### config.mk
export PLATFORM = sky130hd
export DESIGN_NAME = uc_microc
export DESIGN_NICKNAME = d
export VERILOG_FILES = /design/src/rtl/uc_pkg.sv /design/src/rtl/uc_decode.sv /design/src/rtl/uc_microc.sv
export SDC_FILE = /design/constraint.sdc
export NUM_CORES = 1
export LEC_CHECK = 0
export CORE_MARGIN = 10
export CORE_UTILIZATION = 45
export DETAILED_ROUTE_END_ITERATION = 10
export PLACE_DENSITY = 0.77
export SYNTH_ARGS = -nofsm -noshare
export SYNTH_HDL_FRONTEND = slang
export SYNTH_HIERARCHICAL = 1
export SYNTH_SLANG_ARGS = --single-unit
### constraint.sdc
create_clock -name clk -period 2.7 [get_ports clk]
set_clock_uncertainty 0.15 [all_clocks]
set_input_delay 0.54 -clock clk [delete_from_list [all_inputs] [get_ports clk]]
set_output_delay 0.54 -clock clk [all_outputs]
set_load 0.05 [all_outputs]
### src/rtl/uc_pkg.sv
// Shared definitions for the microc control unit: FSM states, opcode
// constants, ALU operation codes and the decoded control word.
package uc_pkg;

    typedef enum logic [1:0] {
        INIT      = 2'd0,
        EXEC      = 2'd1,
        SKIP_EVAL = 2'd2
    } state_t;

    typedef enum logic [2:0] {
        CLS_LI   = 3'd0,
        CLS_ALU  = 3'd1,
        CLS_NOP  = 3'd2,
        CLS_SKIP = 3'd3,
        CLS_JR   = 3'd4
    } opclass_t;

    localparam logic [5:0] OP_SKIPNE = 6'b111100;
    localparam logic [5:0] OP_SKIPEQ = 6'b111101;
    localparam logic [5:0] OP_SKIPC  = 6'b111110;
    localparam logic [5:0] OP_JR     = 6'b111111;

    localparam logic [2:0] ALUOP_NONE = 3'b000;
    localparam logic [2:0] ADD        = 3'b010;
    localparam logic [2:0] SUB        = 3'b011;

    // Skip condition codes, taken from Opcode[1:0] of the SKIPxx instructions
    localparam logic [1:0] COND_NE = 2'b00;
    localparam logic [1:0] COND_EQ = 2'b01;
    localparam logic [1:0] COND_C  = 2'b10;

    // Control word produced by the decoder for the EXEC state
    typedef struct packed {
        logic       we;
        logic       s_inm;
        logic       s_inc;
        logic       pc_en;
        logic [2:0] aluop;
        logic       is_skip;
        logic       upd_flags;
    } ctrl_t;

    // Map a raw opcode onto its instruction class; anything unlisted is a NOP
    function automatic opclass_t classify(input logic [5:0] op);
        opclass_t cls;
        casez (op)
            6'b00????: cls = CLS_LI;
            6'b01????: cls = CLS_ALU;
            6'b10????: cls = CLS_NOP;
            OP_SKIPNE,
            OP_SKIPEQ,
            OP_SKIPC:  cls = CLS_SKIP;
            OP_JR:     cls = CLS_JR;
            default:   cls = CLS_NOP;
        endcase
        return cls;
    endfunction

endpackage

### src/rtl/uc_decode.sv
// Combinational opcode decoder: turns an opcode class into the control word
// the FSM drives while in EXEC.
module uc_decode
    import uc_pkg::*;
#(
    parameter logic [2:0] CMP_ALUOP = SUB
) (
    input  logic [5:0] opcode_i,
    output ctrl_t      ctrl_o
);

    // Start from a NOP control word, then override per instruction class
    always_comb begin
        ctrl_o.we        = 1'b0;
        ctrl_o.s_inm     = 1'b0;
        ctrl_o.s_inc     = 1'b1;
        ctrl_o.pc_en     = 1'b1;
        ctrl_o.aluop     = ALUOP_NONE;
        ctrl_o.is_skip   = 1'b0;
        ctrl_o.upd_flags = 1'b0;
        case (classify(opcode_i))
            CLS_LI: begin
                ctrl_o.we    = 1'b1;
                ctrl_o.s_inm = 1'b1;
            end
            CLS_ALU: begin
                ctrl_o.we        = 1'b1;
                ctrl_o.aluop     = opcode_i[2:0];
                ctrl_o.upd_flags = 1'b1;
            end
            CLS_SKIP: begin
                ctrl_o.aluop     = CMP_ALUOP;
                ctrl_o.pc_en     = 1'b0;
                ctrl_o.is_skip   = 1'b1;
                ctrl_o.upd_flags = 1'b1;
            end
            CLS_JR: begin
                ctrl_o.s_inc = 1'b0;
            end
            default: begin
            end
        endcase
    end

endmodule

### src/rtl/uc_microc.sv
// Control unit for the microc datapath: sequences INIT/EXEC/SKIP_EVAL,
// holds the registered flags and counts retired instructions.
module uc_microc
    import uc_pkg::*;
#(
    parameter int         RETIRED_W = 16,
    parameter logic [2:0] CMP_ALUOP = 3'b011
) (
    input  logic                 clk,
    input  logic                 reset,
    input  logic [5:0]           Opcode,
    input  logic                 zero,
    input  logic                 carry,
    output logic                 s_skip,
    output logic                 s_inc,
    output logic                 s_inm,
    output logic                 we,
    output logic [2:0]           ALUOp,
    output logic                 pc_en,
    output logic                 flag_z,
    output logic                 flag_c,
    output logic [RETIRED_W-1:0] retired
);

    state_t               state_q, state_d;
    logic [1:0]           cond_q, cond_d;
    logic                 flag_z_q, flag_z_d;
    logic                 flag_c_q, flag_c_d;
    logic [RETIRED_W-1:0] retired_q, retired_d;
    ctrl_t                ctrl;

    uc_decode #(
        .CMP_ALUOP (CMP_ALUOP)
    ) u_decode (
        .opcode_i (Opcode),
        .ctrl_o   (ctrl)
    );

    // Next-state, outputs and register next-values; INIT outputs are the defaults
    always_comb begin
        state_d   = state_q;
        cond_d    = cond_q;
        flag_z_d  = flag_z_q;
        flag_c_d  = flag_c_q;
        we        = 1'b0;
        pc_en     = 1'b0;
        s_skip    = 1'b0;
        s_inc     = 1'b1;
        s_inm     = 1'b0;
        ALUOp     = ALUOP_NONE;
        case (state_q)
            INIT: begin
                state_d = EXEC;
            end
            EXEC: begin
                we    = ctrl.we;
                pc_en = ctrl.pc_en;
                s_inc = ctrl.s_inc;
                s_inm = ctrl.s_inm;
                ALUOp = ctrl.aluop;
                if (ctrl.upd_flags) begin
                    flag_z_d = zero;
                    flag_c_d = carry;
                end
                if (ctrl.is_skip) begin
                    cond_d  = Opcode[1:0];
                    state_d = SKIP_EVAL;
                end
            end
            SKIP_EVAL: begin
                pc_en = 1'b1;
                ALUOp = CMP_ALUOP;
                case (cond_q)
                    COND_NE: s_skip = ~flag_z_q;
                    COND_EQ: s_skip = flag_z_q;
                    COND_C:  s_skip = flag_c_q;
                    default: s_skip = 1'b0;
                endcase
                state_d = EXEC;
            end
            default: begin
                state_d = INIT;
            end
        endcase
        retired_d = pc_en ? retired_q + RETIRED_W'(1) : retired_q;
    end

    // State, flags, skip condition and retired counter with synchronous reset
    always_ff @(posedge clk) begin
        if (reset) begin
            state_q   <= INIT;
            cond_q    <= COND_NE;
            flag_z_q  <= 1'b0;
            flag_c_q  <= 1'b0;
            retired_q <= '0;
        end else begin
            state_q   <= state_d;
            cond_q    <= cond_d;
            flag_z_q  <= flag_z_d;
            flag_c_q  <= flag_c_d;
            retired_q <= retired_d;
        end
    end

    assign flag_z  = flag_z_q;
    assign flag_c  = flag_c_q;
    assign retired = retired_q;

endmodule

# After elaboration in Yosys (flattened, before gate mapping)
# Index checks and enable logic that the tools add are counted.
word_totals:
  register_bits: 22
  inputBits: 10
  output_inout_bits: 26
classes:
  add_sub_neg: 1
  eq_ne: 13
  mux: 17
  bitwise_logic: 1
  n_reduce_logical: 10
ops:
  columns: ["operator", "count"]
  rows:
  - ["equality test 6 bit, second input constant", 4]
  - ["adder 16 x 1 -> 16 bit, second input constant", 1]
  - ["case mux 3 bit (2 select lines)", 2]
  - ["case mux 3 bit (4 select lines)", 1]
  - ["2-to-1 mux 1 bit", 10]
  - ["equality test 2 x 1 -> 1 bit, second input constant", 3]
  - ["logical NOT 2 bit", 3]
  - ["OR reduction 2 bit", 3]
  - ["equality test 2 bit, second input constant", 2]
  - ["case mux 2 bit (2 select lines)", 1]
  - ["AND reduction 2 bit", 2]
  - ["equality test 3 x 1 -> 1 bit, second input constant", 1]
  - ["equality test 3 x 2 -> 1 bit, second input constant", 1]
  - ["equality test 3 bit, second input constant", 1]
  - ["logical NOT 3 bit", 1]
  - ["case mux 1 bit (3 select lines)", 1]
  - ["OR reduction 3 bit", 1]
  - ["2-to-1 mux 2 bit", 1]
  - ["!= test 2 bit, second input constant", 1]
  - ["case mux 1 bit (2 select lines)", 1]
  - ["NOT 1 bit", 1]

# Logic depth before layout (Yosys ltp)
# Gate-level depths: netlist (run 1).
logic_depth:
  word_depth: 7
  mapped_depth: 8

# Modules after synthesis
# The synthesis (run 1) kept the hierarchy.
by_module_without_submodules:
  columns: ["mod", "instances", "cells_each", "area_each_um2", "seq_area_each_um2"]
  rows:
  - ["uc_microc", 1, 131, 1092.3, 440.4]
  - ["uc_decode", 1, 14, 75.1, 0.0]

# Least setup slack after synthesis (run 1)
# No wires, ideal clock.
synth_path:
  path_kind: "input -> output"
  start: "input port Opcode[3]"
  end: "output port pc_en"
  arrival_time_ns: 1.856
  slack_ns: 0.154
  cell_stages: 5
  cell_sequence: "and4_1 -> and2_4 -> inv_2 -> a21oi_2 -> nor2b_1"
synth_lines:
  columns: ["element", "line_no", "source"]
  rows:
  - ["start, declared", "uc_microc.sv:11", "input logic [5:0] Opcode,"]
  - ["end, declared", "uc_microc.sv:19", "output logic pc_en,"]

==> results.yml, run 1 <==
setup_path:
  r2r_cells: 5
  cp_max_fo: 5
  crit_arrival_ns: 2.74
  worst_ep_required_time_ns: 2.79
  start_kind: "input port"
  endpoint_kind: "flip-flop"
  worst-setup-path-type: "in -> reg"
floorplanning:
  row_count: 18
  core_area_um2: 2477
  ios: 36
  chipWidth_um: 70.93
  dieHeight_um: 70.93
  dieArea_um2: 5031
  start_util_pct: 47.12
worst_hold_path:
  hold_path.class: "reg -> reg"
  hold_path_depth: 2
synth:
  syn-num-nets: 161
  synth_cell_type_count: 33
  synth_top_area_share_pct: 37.73
  synth-seq-cells: 22
  ys_seq_area_share_pct: 37.73
  yosys_warnings: 6
  synth_top_area_cell: "dfxtp_1"
  syn_inst: 145
  synthTopCellsByArea: "dfxtp_1 (38%), a21oi_1 (6.9%), ha_1 (6.4%)"
  synth_area_um2: 1167
  avgSynthCellArea_um2: 8.051
clock_network:
  clock_path_buffers: 2
  clock_latency_ns: 0.31
  path_clk_slew_ns: 0.11
  cts_root_buf: "clkbuf_4"
  ctsHoldBuffers: 0
  clkSinkCount: 22
  cts_buffers: 3
  cts_tree: "built"
  htree_levels: 1
grt:
  grt_pass1_wl_mm: 5.382
  grt_start_max_net_pins: 23
  grt_pass1_vias: 1205
  antenna_found_initial: 0
  grt_overflow: 0
  track_usage_pct: 12.49
finish:
  drive_above_1_share_pct: 16.92
  fin_nets: 212
  final_area_um2: 1740
  mostFrequentLayoutCell: "clkdlybuf4s50_1"
  final_core_util_pct: 70.25
  area_delta_synth_final_pct: 49.09
  diodes: 0
  fillers: 206
  layout_common_cells: "clkdlybuf4s50_1 (27), dfxtp_1 (22), buf_4 (17)"
sta:
  timing.slew.headroom_pct: 64.88
  fin_crit_sh_pct: 98.10
  hold_viol_final: 0
  setup_viol: 0
  worstMarginPinSlew_ns: 0.5252
  max_freq_mhz: 377.6
  min_period_ns: 2.649
  final_max_slew_viol_count: 0
  rsz0062_at_grt: "true"
route:
  avgViaCountPerCell: 5.440
  drc: 0
  ant_nets: 0
  drt_pre_antenna_iters: 4
  dr.first_iter.drc_count: 92
  via_count: 1224
  wl_per_cell_um: 14.50
  drt_wl_total_mm: 3.262
flow_run:
  drv_cap: 0
placed_design:
  placed_area_um2: 1669
  io_buffer_count: 35
  gp_congestion: 0.7640
  post-dp-hpwl_mm: 2.511
power_and_ir_drop:
  p_leak_uw: 0.0006266
  power.density_nw_per_um2: 665.4
  ir_drop_mv: 0.6569
outcome:
  outcome: "finished, final reports clean"
[state kept, by name, indices dropped and copies added, names as in the netlist]
register	count
retired	16
flag_c	1
cond_q	2
state_q	2
flag_z	1
[logic make-up (layout without fill, tap and decap cells)]
logic type	Yosys count	after routing	synth area share, %
buffers and inverters	8	58	2.679
flip-flops	22	22	37.73
AO/OA/AOI/OAI	30	30	13.72
multiplexers	2	2	1.715
XOR/XNOR	7	7	5.252
adder cells (fa/ha/maj)	6	6	6.431
AND/OR/NAND/NOR	70	70	32.48
[power by group]
part	leakage, uW	total, uW	internal [uW]	switching [uW]
clock network	0.0000210	179	82.3	96.4
registers	0.000178	378	349	28.7
logic	0.000428	602	270	331
[worst max-delay path, stage by stage]
cell	delay (ns)
clkdlybuf4s50_1	0.42
and4_1	0.23
and2_4	0.18
inv_2	0.05
a21oi_2	0.05
or4b_1	0.56
or4_1	0.55
a21oi_2	0.16
[layer usage]
layer	GRT usage (%)	share of wire, %	vias to the layer above
li1	-	-	613
met5	0	0	-
met1	12.82	39	584
met2	22.35	54	21
met4	4.301	1.7	0
met3	5.021	5.6	6
[metrics by stage]
step | setup TNS (ns) | worst slack [ns] | hold slack (ns) | total power, uW | cells
after detailed placement | -1.799 | -0.2559 | 0.3211 | 934.2 | 219
after global placement | -1.148 | -0.1586 | 0.3060 | 916.2 | 219
final | 0 | 0.05135 | 0.3341 | 1158 | 225
after floorplan | 0 | 0.1541 | 0.2902 | 718.1 | 145
after CTS | 0 | 0.001176 | 0.3371 | 1113 | 223
after global routing | -0.05892 | -0.05206 | 0.3663 | 1228 | 225
[path summary, 6_finish.rpt]
kind,startpoint,end,slack [ns]
worst max register to register,state_q[0]$_SDFFE_PP0P_,retired[15]$_SDFFE_PP0P_,0.36
worst min-delay path,cond_q[1]$_SDFFE_PP0P_,cond_q[1]$_SDFFE_PP0P_,0.33
worst min register to register,cond_q[1]$_SDFFE_PP0P_,cond_q[1]$_SDFFE_PP0P_,0.33
worst max-delay path,Opcode[3],retired[15]$_SDFFE_PP0P_,0.05
[synthesized netlist by cell type]
cell type	n
o21ai_0	10
inv_1	3
o31ai_1	2
and2_4	1
dfxtp_1	22
nand3_1	9
clkbuf_1	3
nand2_1	15
mux2i_1	2
nand4_1	1
and2_1	3
nand3b_1	1
nor4bb_1	1
ha_1	6
and4_1	3
xor2_1	2
a21oi_1	16
nor4b_1	1
and3_2	1
buf_2	1
nor4_1	1
a21oi_2	1
nand2b_1	1
or4b_1	1
nor2b_1	5
and3_1	1
or4_1	2
nor2_1	13
xnor2_1	5
a31oi_1	1
or3_1	8
nor3_1	2
inv_2	1
[area by class of cell]
class	instances	area [um^2]	share of cell area, %
inverters	4	15.01	0.8627
flip-flops and latches	22	440.4	25.31
well taps	30	37.54	2.157
clock buffers	4	36.28	2.085
multi-input cells	115	713.2	40.98
repair buffers	50	498.0	28.61
[what timing repair did]
item	in CTS	in global routing
setup endpoints to repair	2	4
pin swaps	0	1
endpoints found under the hold margin	0	0
buffers inserted	0	2
resized for setup	2	4
Power figures use the tool's default switching activity.
==> run 2, diff against run 1 <==
Settings changed: GPL_TIMING_DRIVEN set to 0.
==> run 2 against run 1 <==
Against the previous run:
- count of clock-buffer cells in the layout unchanged
- die area unchanged
- final area decreased by 6.4%
- sequential power about the same
- total power decreased by 7.8%
- sequential share of layout area increased by 1.7 points
- routed wire length decreased by 8.4%
- first-iteration DRC count decreased by 61%
- register-to-register slack improved by 0.04 ns
- clock power increased by 3%
- largest power group unchanged
==> results.yml, run 2 (synthesized netlist as in run 1, its figures left out) <==
sta:
  worstMarginPinSlew_ns: 0.5195
  holdWs_ns: 0.3398
  setup_viol: 0
  hold_viol_final: 0
  max_freq_mhz: 382.5
  fin_ws_ns: 0.08585
  fin_crit_sh_pct: 96.82
  timing.slew.headroom_pct: 65.26
  min_period_ns: 2.614
  final_max_slew_viol_count: 0
clock_network:
  htree_levels: 1
  cts_tree: "built"
  clock_path_buffers: 2
  clkSinkCount: 22
  clock_latency_ns: 0.31
  cts_root_buf: "clkbuf_4"
  cts_buffers: 3
  path_clk_slew_ns: 0.13
power_and_ir_drop:
  ir_drop_mv: 0.6290
  seq_power_share_pct: 35.2
  p_sw_share_pct: 41.59
  p_sw_uw: 444.1
  p_leak_uw: 0.0005855
  p_total_uw: 1068
  power_frac_comb_pct: 47.5
  p_int_uw: 623.6
  power_frac_clock_pct: 17.3
  power.density_nw_per_um2: 655.5
setup_path:
  endpoint_kind: "flip-flop"
  crit_end: "retired[7]$_SDFFE_PP0P_"
  crit_chain: "clkdlybuf4s50_1, nand2_1, and2_4, inv_2, a21oi_4, or4b_1, buf_4, or3_1, a21oi_1"
  crit_family: "simple AND/OR/NAND/NOR gates"
  worst-setup-path-type: "in -> reg"
  crit_arrival_ns: 2.72
  path_buf_inv: 3
  cpMaxStageDelayCell: "or4b_1"
  start_kind: "input port"
  path_depth: 9
  cp_max_fo: 10
  crit_start: "Opcode[1]"
  worst_ep_required_time_ns: 2.80
  reg2reg_slack_ns: 0.40
  r2r_cells: 7
  rr_endpoint: "retired[7]$_SDFFE_PP0P_"
  r2r_start: "state_q[1]$_SDFFE_PP0P_"
  critPathMaxStageDelay_ns: 0.56
flow_run:
  drv_cap: 0
grt:
  grt_pass1_vias: 1094
  grt_pass1_wl_mm: 4.919
  antenna_found_initial: 0
  grt_overflow: 0
  track_usage_pct: 11.44
  grt_start_max_net_pins: 13
placed_design:
  gp_congestion: 0.7416
  io_buffer_count: 35
  dp_slack_ns: -0.6878
  post-dp-hpwl_mm: 2.305
finish:
  largest_reg_flops: 16
  layout_common_cells: "clkdlybuf4s50_1 (24), dfxtp_1 (22), a21oi_1 (16)"
  fin_nets: 202
  final_core_util_pct: 65.76
  mostFrequentLayoutCell: "clkdlybuf4s50_1"
  drive_above_1_share_pct: 10.81
  area_delta_synth_final_pct: 39.55
  diodes: 0
floorplanning:
  dieArea_um2: 5031
  row_count: 18
  start_util_pct: 47.12
  ios: 36
  core_area_um2: 2477
  dieHeight_um: 70.93
  chipWidth_um: 70.93
route:
  wl_per_cell_um: 13.90
  drc: 0
  ant_nets: 0
  drt_wl_total_mm: 2.989
  avgViaCountPerCell: 5.288
  via_count: 1137
  dr.first_iter.drc_count: 36
  drt_pre_antenna_iters: 4
outcome:
  outcome: "finished, final reports clean"
worst_hold_path:
  hold_path.class: "reg -> reg"
## run 2: repair_timing
| action | CTS | global route |
|---|---|---|
| hold buffers | 0 | 0 |
| gates resized for setup | 25 | 15 |
| setup buffers | 0 | 1 |
| setup endpoints to repair | 7 | 12 |
| pin swaps | 0 | 2 |
## run 2: final cells by class
class | count | area (um^2)
multi-input cells | 115 | 721.9
fillers | 236 | 848.3
plain buffers | 4 | 20.02
clock buffers | 4 | 36.28
well taps | 30 | 37.54
repair buffers | 36 | 357.8
inverters | 4 | 15.01
flip-flops and latches | 22 | 440.4
## run 2: worst min-delay path by stage
stage | start | endpoint | depth (start not counted)
detailed placement | cond_q[1]$_SDFFE_PP0P_ | cond_q[1]$_SDFFE_PP0P_ | 2
finish | cond_q[1]$_SDFFE_PP0P_ | cond_q[1]$_SDFFE_PP0P_ | 2
global placement | cond_q[1]$_SDFFE_PP0P_ | cond_q[1]$_SDFFE_PP0P_ | 2
global route | cond_q[1]$_SDFFE_PP0P_ | cond_q[1]$_SDFFE_PP0P_ | 2
CTS | cond_q[1]$_SDFFE_PP0P_ | cond_q[1]$_SDFFE_PP0P_ | 2
floorplan | cond_q[1]$_SDFFE_PP0P_ | cond_q[1]$_SDFFE_PP0P_ | 2
## run 2: tightest hold or removal path, stage by stage (launching register included)
cell and delay (ns):
dfxtp_1 0.34, nand2_1 0.06, a21oi_1 0.06
## run 2: metal layers
metal | track usage, % | routed length (um) | up-vias | share of wire (%)
li1 | - | - | 594 | -
met1 | 12.72 | 1267 | 525 | 42
met2 | 20.28 | 1540 | 14 | 52
met3 | 3.208 | 151 | 4 | 5.1
met4 | 3.871 | 29 | 0 | 0.97
met5 | 0 | 0 | - | 0
## run 2: stage by stage
stage	TNS, ns	instances	instance area, um^2
6_report	0	215	1629
2_1_floorplan	0	145	1167
3_5_place_dp	-3.761	210	1555
3_3_place_gp	-3.416	210	1555
5_1_grt	-0.001934	215	1629
4_1_cts	-0.03497	214	1603
## run 2: power by group through the flow
stage | clock (uW) | combinational [uW] | sequential, uW
2_1_floorplan | 0 | 302 | 416
5_1_grt | 201 | 551 | 381
4_1_cts | 188 | 479 | 376
3_3_place_gp | 0 | 463 | 381
3_5_place_dp | 0 | 471 | 383
6_report | 185 | 507 | 376
